<file path="config.mk">
export PLATFORM = sky130hd
export DESIGN_NAME = reservation_station
export DESIGN_NICKNAME = d
export VERILOG_FILES = /design/src/rtl/reservation_station.sv
export SDC_FILE = /design/constraint.sdc
export NUM_CORES = 1
export LEC_CHECK = 0
export CAP_MARGIN = 0
export CORE_ASPECT_RATIO = 1.1
export CORE_UTILIZATION = 35
export DETAILED_ROUTE_END_ITERATION = 7
export SETUP_SLACK_MARGIN = 0.3
export SLEW_MARGIN = 5
export SYNTH_ARGS = -nofsm -noshare
export SYNTH_HDL_FRONTEND = slang
export SYNTH_SLANG_ARGS = --single-unit
</file>
<file path="constraint.sdc">
create_clock -name CLK -period 5 [get_ports CLK]
set_clock_uncertainty 0.2 [all_clocks]
set_input_delay 1 -clock CLK [delete_from_list [all_inputs] [get_ports CLK]]
set_output_delay 1 -clock CLK [all_outputs]
set_load 0.1 [all_outputs]
</file>
<file path="src/rtl/reservation_station.sv">
// Tomasulo reservation station: allocates entries for issued ops, snoops the CDB
// for pending operands and dispatches ready ops into a single FU dispatch register.
module reservation_station #(
    parameter int DATA_W      = 16,
    parameter int TAG_W       = 3,
    parameter int ENTRIES     = 2,
    parameter int RS_BASE_TAG = 1
) (
    input  logic              CLK,
    input  logic              CLR,
    input  logic              issue_valid,
    output logic              issue_ready,
    input  logic [2:0]        issue_op,
    input  logic [TAG_W-1:0]  issue_depA,
    input  logic [DATA_W-1:0] issue_dataA,
    input  logic [TAG_W-1:0]  issue_depB,
    input  logic [DATA_W-1:0] issue_dataB,
    output logic [TAG_W-1:0]  issue_tag,
    input  logic              cdb_valid,
    input  logic [TAG_W-1:0]  cdb_tag,
    input  logic [DATA_W-1:0] cdb_data,
    output logic              exec_valid,
    input  logic              exec_ready,
    output logic [2:0]        exec_op,
    output logic [DATA_W-1:0] exec_a,
    output logic [DATA_W-1:0] exec_b,
    output logic [TAG_W-1:0]  exec_tag,
    output logic [2:0]        busy_count
);

    typedef enum logic [1:0] {
        S_FREE,
        S_WAIT,
        S_READY,
        S_SENT
    } st_e;

    st_e               st_q    [ENTRIES];
    st_e               st_d    [ENTRIES];
    logic [2:0]        op_q    [ENTRIES];
    logic [2:0]        op_d    [ENTRIES];
    logic [TAG_W-1:0]  depa_q  [ENTRIES];
    logic [TAG_W-1:0]  depa_d  [ENTRIES];
    logic [TAG_W-1:0]  depb_q  [ENTRIES];
    logic [TAG_W-1:0]  depb_d  [ENTRIES];
    logic [DATA_W-1:0] dataa_q [ENTRIES];
    logic [DATA_W-1:0] dataa_d [ENTRIES];
    logic [DATA_W-1:0] datab_q [ENTRIES];
    logic [DATA_W-1:0] datab_d [ENTRIES];

    logic              ev_q, ev_d;
    logic [2:0]        eop_q, eop_d;
    logic [DATA_W-1:0] ea_q, ea_d;
    logic [DATA_W-1:0] eb_q, eb_d;
    logic [TAG_W-1:0]  etag_q, etag_d;

    logic               any_free;
    logic               any_rdy;
    logic [ENTRIES-1:0] free_oh;
    logic [ENTRIES-1:0] rdy_oh;
    logic [TAG_W-1:0]   free_tag;
    logic [2:0]         cnt;

    logic              issue_fire;
    logic              load;
    logic              cdb_hit;
    logic              byp_a, byp_b;
    logic [TAG_W-1:0]  in_depa, in_depb;
    logic [DATA_W-1:0] in_dataa, in_datab;

    // Scanning high to low leaves the lowest-index match selected.
    always_comb begin
        any_free = 1'b0;
        any_rdy  = 1'b0;
        free_oh  = '0;
        rdy_oh   = '0;
        free_tag = '0;
        cnt      = '0;
        for (int i = ENTRIES - 1; i >= 0; i--) begin
            if (st_q[i] == S_FREE) begin
                any_free   = 1'b1;
                free_oh    = '0;
                free_oh[i] = 1'b1;
                free_tag   = TAG_W'(RS_BASE_TAG + i);
            end
            if (st_q[i] == S_READY) begin
                any_rdy   = 1'b1;
                rdy_oh    = '0;
                rdy_oh[i] = 1'b1;
            end
            cnt = cnt + {2'b00, st_q[i] != S_FREE};
        end
    end

    assign issue_fire = issue_valid && any_free;
    assign load       = !ev_q || exec_ready;
    assign cdb_hit    = cdb_valid && (cdb_tag != '0);
    assign byp_a      = cdb_hit && (cdb_tag == issue_depA);
    assign byp_b      = cdb_hit && (cdb_tag == issue_depB);
    assign in_depa    = byp_a ? '0 : issue_depA;
    assign in_depb    = byp_b ? '0 : issue_depB;
    assign in_dataa   = byp_a ? cdb_data : issue_dataA;
    assign in_datab   = byp_b ? cdb_data : issue_dataB;

    always_comb begin
        ev_d   = ev_q;
        eop_d  = eop_q;
        ea_d   = ea_q;
        eb_d   = eb_q;
        etag_d = etag_q;
        for (int i = 0; i < ENTRIES; i++) begin
            st_d[i]    = st_q[i];
            op_d[i]    = op_q[i];
            depa_d[i]  = depa_q[i];
            depb_d[i]  = depb_q[i];
            dataa_d[i] = dataa_q[i];
            datab_d[i] = datab_q[i];
            unique case (st_q[i])
                S_FREE: begin
                    if (issue_fire && free_oh[i]) begin
                        op_d[i]    = issue_op;
                        depa_d[i]  = in_depa;
                        depb_d[i]  = in_depb;
                        dataa_d[i] = in_dataa;
                        datab_d[i] = in_datab;
                        st_d[i]    = (in_depa != '0 || in_depb != '0)
                                   ? S_WAIT : S_READY;
                    end
                end
                S_WAIT: begin
                    if (cdb_hit && depa_q[i] == cdb_tag) begin
                        depa_d[i]  = '0;
                        dataa_d[i] = cdb_data;
                    end
                    if (cdb_hit && depb_q[i] == cdb_tag) begin
                        depb_d[i]  = '0;
                        datab_d[i] = cdb_data;
                    end
                    if (depa_d[i] == '0 && depb_d[i] == '0) begin
                        st_d[i] = S_READY;
                    end
                end
                S_READY: begin
                    if (load && rdy_oh[i]) begin
                        st_d[i] = S_SENT;
                    end
                end
                S_SENT: begin
                    if (cdb_hit && cdb_tag == TAG_W'(RS_BASE_TAG + i)) begin
                        st_d[i] = S_FREE;
                    end
                end
            endcase
            if (load && rdy_oh[i]) begin
                eop_d  = op_q[i];
                ea_d   = dataa_q[i];
                eb_d   = datab_q[i];
                etag_d = TAG_W'(RS_BASE_TAG + i);
            end
        end
        if (load) begin
            ev_d = any_rdy;
        end
    end

    always_ff @(posedge CLK or posedge CLR) begin
        if (CLR) begin
            for (int i = 0; i < ENTRIES; i++) begin
                st_q[i]    <= S_FREE;
                op_q[i]    <= '0;
                depa_q[i]  <= '0;
                depb_q[i]  <= '0;
                dataa_q[i] <= '0;
                datab_q[i] <= '0;
            end
            ev_q   <= 1'b0;
            eop_q  <= '0;
            ea_q   <= '0;
            eb_q   <= '0;
            etag_q <= '0;
        end else begin
            for (int i = 0; i < ENTRIES; i++) begin
                st_q[i]    <= st_d[i];
                op_q[i]    <= op_d[i];
                depa_q[i]  <= depa_d[i];
                depb_q[i]  <= depb_d[i];
                dataa_q[i] <= dataa_d[i];
                datab_q[i] <= datab_d[i];
            end
            ev_q   <= ev_d;
            eop_q  <= eop_d;
            ea_q   <= ea_d;
            eb_q   <= eb_d;
            etag_q <= etag_d;
        end
    end

    assign issue_ready = any_free;
    assign issue_tag   = any_free ? free_tag : '0;
    assign busy_count  = cnt;
    assign exec_valid  = ev_q;
    assign exec_op     = eop_q;
    assign exec_a      = ea_q;
    assign exec_b      = eb_q;
    assign exec_tag    = etag_q;

endmodule

</file>
# After elaboration in Yosys (flattened, before gate mapping)
# Index checks and enable logic that the tools add are counted.
# op_classes
add_sub_neg	1
n_mul	0
n_div	0
order_cmp	0
eq_ne	26
shift	0
mux	62
n_bitwise	0
n_reduce_logical	43
# ops
op	count
2-to-1 mux 16 bit	14
case mux 16 bit (2 select lines)	4
2-to-1 mux 3 bit	20
2-to-1 mux 2 bit	14
case mux 3 bit (2 select lines)	4
equality test 3 bit	6
logical AND 1 bit	16
!= test 2 bit, second input constant	8
case mux 2 bit (4 select lines)	2
zero test 3 bit	4
AND reduction 3 bit	4
nonzero test 2 bit	5
nonzero test 3 bit	3
equality test 2 bit, second input constant	4
!= test 2 x 1 -> 1 bit, second input constant	4
AND reduction 2 bit	4
AND reduction 4 bit	2
equality test 2 x 1 -> 1 bit, second input constant	2
zero test 2 bit	2
2-to-1 mux 1 bit	4
equality test 3 x 1 -> 1 bit, second input constant	1
equality test 3 x 2 -> 1 bit, second input constant	1
adder 1 x 1 -> 2 bit	1
logical OR 1 bit	2
zero test 1 bit	1
# totals
regBits	125
latchBits	0
ram_bits	0
rom_bits	0
inputBits	65
out_inout_bits	46
word_cells	149
mem_count	0

# Logic depth before layout (Yosys ltp)
# Gate-level depths: netlist of run 1.
# depth
ltp_word	9
ltp_mapped	10
ltp_nobuf	9

# Least setup slack after synthesis of run 1
# Ideal clock, no wire load.
# synth_timing
path_kind	reg-to-output
startpoint	register st_q[2] in the netlist's numbering
endpoint	output port issue_ready
arrival_ns	2.940
required_time_ns	3.800
setup_slack_ns	0.860
path_stages_with_launch	6
path_buffers	0
cell_sequence	dfrtp_1 > inv_1 > ha_1 > inv_1 > ha_1 > inv_1
# synth_between
elab_chain_cells	2
# synth_rtl
element	line_no	rtl
start, declared	38	st_e st_q [ENTRIES];
start signal, assigned by index	183	st_q[i] <= st_d[i];
zero test 2 bit	80	if (st_q[i] == S_FREE) begin
2-to-1 mux 1 bit	80	
end, declared	12	output logic issue_ready,
# Every way passes these cells.

# Worst setup path after layout of run 1
# Ends and elaborated chain as after synthesis.

==> impl_metrics.json, run 1 <==
{
  "clkTransAtPathRegs_ns": 0.05,
  "cp_cell_sequence": "inv_1 -> ha_1 -> inv_1 -> ha_1 -> inv_1 -> clkdlybuf4s50_1",
  "cts_tree": "done",
  "max_slew_margin": 0.230,
  "syn_inst": 611,
  "via_per_inst": 5.31,
  "antenna_found_initial": 0,
  "end_kind": "output port",
  "fillers": 1625,
  "critical_path.endpoint": "issue_ready",
  "dr_total_vias": 5059,
  "yosysUniqueCellTypes": 38,
  "crit_path_top_delay_cell": "clkdlybuf4s50_1",
  "clockBufferDepth": 2,
  "grtUsageMet1": 0.264,
  "io_buffers": 107,
  "grt_first_pass_wirelength_mm": 28.3,
  "maxCapViolations": 0,
  "cts-resized-gates": 0,
  "wl_per_cell_um": 18.8,
  "pin_count": 111,
  "avgSynthCellArea_um2": 10.1,
  "fin_nets": 782,
  "drt-initial-drc-count": 272,
  "die_w_um": 129,
  "yosysWarnings": 0,
  "grt-busiest-layer": "met2",
  "initial_core_util": 0.361,
  "r2r_setup_slack_ns": 2.03,
  "drive_above_1_share": 0.0654,
  "regArea_um2": 3100,
  "cts_hold_buf": 0,
  "grt_max_degree": 59,
  "grt_pass1_vias": 5144,
  "fmax_mhz": 247,
  "hold_violations": 0,
  "ant_nets": 0,
  "tns_ns": 0,
  "numCtsBuffers": 17,
  "synth_area_um2": 6180,
  "crit_type": "register to output port",
  "worst_pin_slew_ns": 1.15,
  "coreArea_um2": 17100,
  "cp_max_fo": 7,
  "rsz0062_at_grt": "no",
  "drc": 0,
  "drv_slew": 0,
  "met3_usage": 0.0452,
  "multi_input_area_um2": 2820,
  "rows": 50,
  "setup_violations": 0,
  "worstHoldPathType": "register to register",
  "arrival_ns": 2.85,
  "place_area_um2": 7410,
  "die_y_um": 141,
  "clockRootBuffer": "clkbuf_16",
  "overflow": 0,
  "dp_hpwl_mm": 12.4,
  "htree_levels": 4,
  "insertion_delay_ns": 0.41,
  "dieArea_um2": 18200,
  "yosysSeqAreaShare": 0.502,
  "finalCritPeriodShare": 0.811,
  "use_met2": 0.347,
  "critical_path.max_stage_delay_ns": 1.13,
  "start_kind": "register",
  "firstDrtPassIters": 5,
  "fin_crit_ns": 4.05,
  "drt_wl_total_mm": 17.9,
  "status": "complete, no violations",
  "ff2ff_path_depth": 9,
  "reg2reg_to": "depa_q[2]$_DFFE_PP0P_",
  "post-cts-setup-buffer-count": 0,
  "gp_congestion": 0.805,
  "antenna_cells": 0,
  "path_common_cell": "inv_1",
  "clock_sinks": 124,
  "ys_seq_elements": 124,
  "grt_usage": 0.208,
  "crit_start": "st_q[2]$_DFFE_PP0P_",
  "crit-reg2reg-launch": "st_q[2]$_DFFE_PP0P_",
  "design_area_um2": 7930,
  "area.growth.synth_to_final_pct": 28.2,
  "required_ns": 3.80,
  "holdPathStages": 2
}
==> metrics by stage <==
step                      setup slack [ns]   util  hold WS (ns)  std cells
after detailed placement              1.28  0.432         0.274        922
after CTS                            0.940  0.462         0.286        953
after floorplan                      0.501      -         0.251        613
after global placement                1.30  0.432         0.263        922
after global routing                 0.805  0.462         0.299        953
final                                0.947  0.462         0.282        953
==> metal layers <==
layer,vias up,wire length (um)
li1,2379,-
met1,2501,7670
met2,154,8990
met3,25,844
met4,0,393
met5,-,0
==> cell families (layout without fill, tap and decap cells) <==
family                   count (synthesis)  count (layout)  synth area share
buffers and inverters                   54             160            0.0441
XOR/XNOR                                18              18            0.0255
AND/OR/NAND/NOR                        133             133            0.0998
flip-flops                             124             124             0.502
other                                    1               3          0.000606
AO/OA/AOI/OAI                          197             197             0.187
multiplexers                            74              74             0.121
adder cells (fa/ha/maj)                 10              10            0.0202
==> cell usage in the layout (no fill, tap or decap), types with 12 or more instances in the layout <==
| master | instances |
|---|---|
| o21ai_0 | 53 |
| clkdlybuf4s50_1 | 107 |
| o22ai_1 | 47 |
| a22o_1 | 12 |
| a21oi_1 | 32 |
| xor2_1 | 18 |
| clkbuf_16 | 17 |
| nand2_1 | 90 |
| o21ai_1 | 36 |
| dfrtp_1 | 124 |
| mux2i_1 | 68 |
| nor2_1 | 17 |
==> Yosys cell counts, drive strengths merged <==
| cell | count | area (um^2) |
|---|---|---|
| dfrtp | 124 | 3100 |
| a22oi | 6 | 45.0 |
| buf | 17 | 133 |
| a21boi | 2 | 15.0 |
| nor2b | 2 | 12.5 |
| inv | 11 | 41.3 |
| xor2 | 18 | 158 |
| conb | 1 | 3.75 |
| mux2 | 6 | 67.6 |
| or3 | 1 | 6.26 |
| o31ai | 1 | 21.3 |
| o221ai | 2 | 17.5 |
| nor4 | 2 | 42.5 |
| ha | 10 | 125 |
| a22o | 12 | 105 |
| nand4bb | 1 | 11.3 |
| o21ai | 89 | 445 |
| mux2i | 68 | 681 |
| o211ai | 1 | 7.51 |
| nor3 | 10 | 50.1 |
| a21oi | 32 | 160 |
| nand2 | 90 | 338 |
| or4bb | 1 | 11.3 |
| o22ai | 47 | 294 |
| nor2 | 21 | 109 |
| nand2b | 2 | 12.5 |
| a222oi | 1 | 10.0 |
| nand4b | 1 | 8.76 |
| clkbuf | 26 | 98.8 |
| nand3b | 2 | 15.0 |
| o41ai | 4 | 35.0 |
==> critical path, delay by kind of cell (launching register included) <==
| family | cells | cell delay [ns] |
|---|---|---|
| DFF | 1 | 0.40 |
| buffers and inverters | 4 | 1.44 |
| adders and majority gates | 2 | 0.60 |
==> cell type report <==
cell class	count	share of cell area
clock buffer	30	0.0649
tap	234	0.0369
inverter	11	0.00552
multi-input combinational	435	0.355
timing repair buffer	118	0.146
clock inverter	1	0.000631
sequential	124	0.391
==> registers in the layout, summed over array words and instances, names as in the netlist, 4 cells and up <==
name	flops
op_q	6
depb_q	6
st_q	4
datab_q	32
exec_b	16
exec_a	16
dataa_q	32
depa_q	6
==> how the worst min path moves through the flow <==
stage	from	end
2_1_floorplan	datab_q[10]$_DFFE_PP0P_	datab_q[10]$_DFFE_PP0P_
3_3_place_gp	datab_q[9]$_DFFE_PP0P_	datab_q[9]$_DFFE_PP0P_
3_5_place_dp	dataa_q[28]$_DFFE_PP0P_	dataa_q[28]$_DFFE_PP0P_
4_1_cts	dataa_q[28]$_DFFE_PP0P_	dataa_q[28]$_DFFE_PP0P_
5_1_grt	datab_q[28]$_DFFE_PP0P_	datab_q[28]$_DFFE_PP0P_
6_report	exec_tag[0]$_DFFE_PP0P_	exec_tag[0]$_DFFE_PP0P_
Power of run 1 is not shown: default switching activity piles up to over one toggle a cycle in this logic, so the estimate is an artifact.
==> run 2, diff against run 1 <==
clock period = 3.66 ns   (was 5 ns; I/O delays follow)
==> run 2 against run 1 <==
Net effect: first-iteration DRC count grew 56%; sequential cell count is the same; design area grew 0.99%; utilization grew 0.46 points; critical path depth shrank 1; routed wire length grew 2.7%; global-route usage grew 0.27 points; non-clock buffer count grew 7; highest routed layer unchanged.
==> impl_metrics.json, run 2 (synthesis results as in run 1) <==
{
  "fillers": 1651,
  "drt-initial-drc-count": 424,
  "crit_path_top_delay_cell": "dfrtp_1",
  "cts_hold_buf": 0,
  "clockBufferDepth": 2,
  "rows": 50,
  "dieArea_um2": 18200,
  "fin_crit_ns": 2.88,
  "clock_sinks": 124,
  "worstHoldPathType": "register to register",
  "finalCritPeriodShare": 0.787,
  "clkTransAtPathRegs_ns": 0.05,
  "pin_count": 111,
  "grt_usage": 0.211,
  "cts-resized-gates": 0,
  "setup_violations": 0,
  "cts_tree": "done",
  "cp_cell_sequence": "inv_1 -> ha_1 -> inv_1 -> ha_2 -> buf_4",
  "dp_hpwl_mm": 12.7,
  "gp_congestion": 0.869,
  "grt_first_pass_wirelength_mm": 28.5,
  "status": "complete, no violations",
  "initial_core_util": 0.361,
  "firstDrtPassIters": 5,
  "htree_levels": 4,
  "antenna_found_initial": 0,
  "coreArea_um2": 17100,
  "ant_nets": 0,
  "antenna_cells": 0,
  "path_common_cell": "inv_1",
  "layout_common_cells": "dfrtp_1, nand2_1, mux2i_1",
  "drv_slew": 0,
  "overflow": 0,
  "dr_total_vias": 5159,
  "numCtsBuffers": 17,
  "die_y_um": 141,
  "via_per_inst": 5.37,
  "crit_buf_inv": 3,
  "path_delay_family": "adder cells",
  "maxCapViolations": 0,
  "fin_nets": 789,
  "crit_type": "register to output port",
  "end_kind": "output port",
  "wl_per_cell_um": 19.1,
  "tns_ns": 0,
  "io_buffers": 107,
  "clockRootBuffer": "clkbuf_16",
  "post-cts-setup-buffer-count": 0,
  "final_common_cell": "dfrtp_1",
  "grt_pass1_vias": 5143,
  "max_slew_margin": 0.407,
  "die_w_um": 129,
  "critical_path.max_stage_delay_ns": 0.40,
  "start_kind": "register",
  "drive_above_1_share": 0.146,
  "grt_max_degree": 42,
  "arrival_ns": 1.95,
  "insertion_delay_ns": 0.42,
  "hold_violations": 0,
  "required_ns": 2.73,
  "drc": 0,
  "drt_wl_total_mm": 18.4,
  "top_regs": "dataa_q (32), datab_q (32)",
  "fmax_mhz": 347,
  "area.growth.synth_to_final_pct": 29.5,
  "rsz0062_at_grt": "no",
  "cp_max_fo": 7,
  "worst_pin_slew_ns": 0.887,
  "final_core_util": 0.467
}
==> run 2: cell types whose count changed in the layout (fill, tap and decap cells not counted), moves of 3 or more <==
cell / previous run / this run
clkdlybuf4s50_1: 107 / 64
buf_4: 11 / 58
clkinv_2: 1 / 4
buf_12: 0 / 3
clkbuf_1: 9 / 4
bufinv_16: 0 / 3
==> run 2: worst min-delay path: cells and delay by family, from the launching register on <==
kind               cells  cell delay, ns
AOI/OAI and AO/OA      1            0.06
DFF                    1            0.34
and+or+nand+nor        1            0.05
==> run 2: cell type report <==
| cell class | instances | area, um^2 | area share |
|---|---|---|---|
| flip-flops and latches | 124 | 3100 | 0.388 |
| inverters | 11 | 48.8 | 0.00609 |
| clock inverters | 7 | 110 | 0.0138 |
| repair buffers | 125 | 1140 | 0.142 |
| clock buffers | 25 | 495 | 0.0619 |
| well taps | 234 | 293 | 0.0366 |
| multi-input cells | 435 | 2820 | 0.352 |
==> run 2: metrics by stage <==
step	hold slack (ns)	cells	setup WS (ns)	cell area [um^2]
final	0.279	961	0.781	8010
after global routing	0.305	961	0.649	8010
after CTS	0.283	961	0.747	8010
after detailed placement	0.271	929	0.427	7400
after global placement	0.263	929	0.503	7400
after floorplan	0.251	613	0.445	6200
==> run 2: routing by layer <==
layer  share of wire  track usage  up-vias  wire length, um
li1                -            -     2392                -
met3           0.053       0.0388       30              975
met4           0.024       0.0885        0              445
met5               0            0        -                0
met1            0.42        0.268     2555             7720
met2            0.50        0.350      182             9230
==> run 2: path summary, 6_finish.rpt <==
check	start	to	slack (ns)	cells past startpoint
max	st_q[0]$_DFFE_PP0P_	busy_count[0]	0.78	5
min	dataa_q[14]$_DFFE_PP0P_	dataa_q[14]$_DFFE_PP0P_	0.28	2
max reg2reg	st_q[0]$_DFFE_PP0P_	datab_q[21]$_DFFE_PP0P_	0.83	10
min reg2reg	dataa_q[14]$_DFFE_PP0P_	dataa_q[14]$_DFFE_PP0P_	0.28	2
max in group asynchronous	CLR	exec_op[2]$_DFFE_PP0P_	1.85	3
min in group asynchronous	CLR	exec_a[1]$_DFFE_PP0P_	0.64	2
Power of run 2 is left out for the same reason.
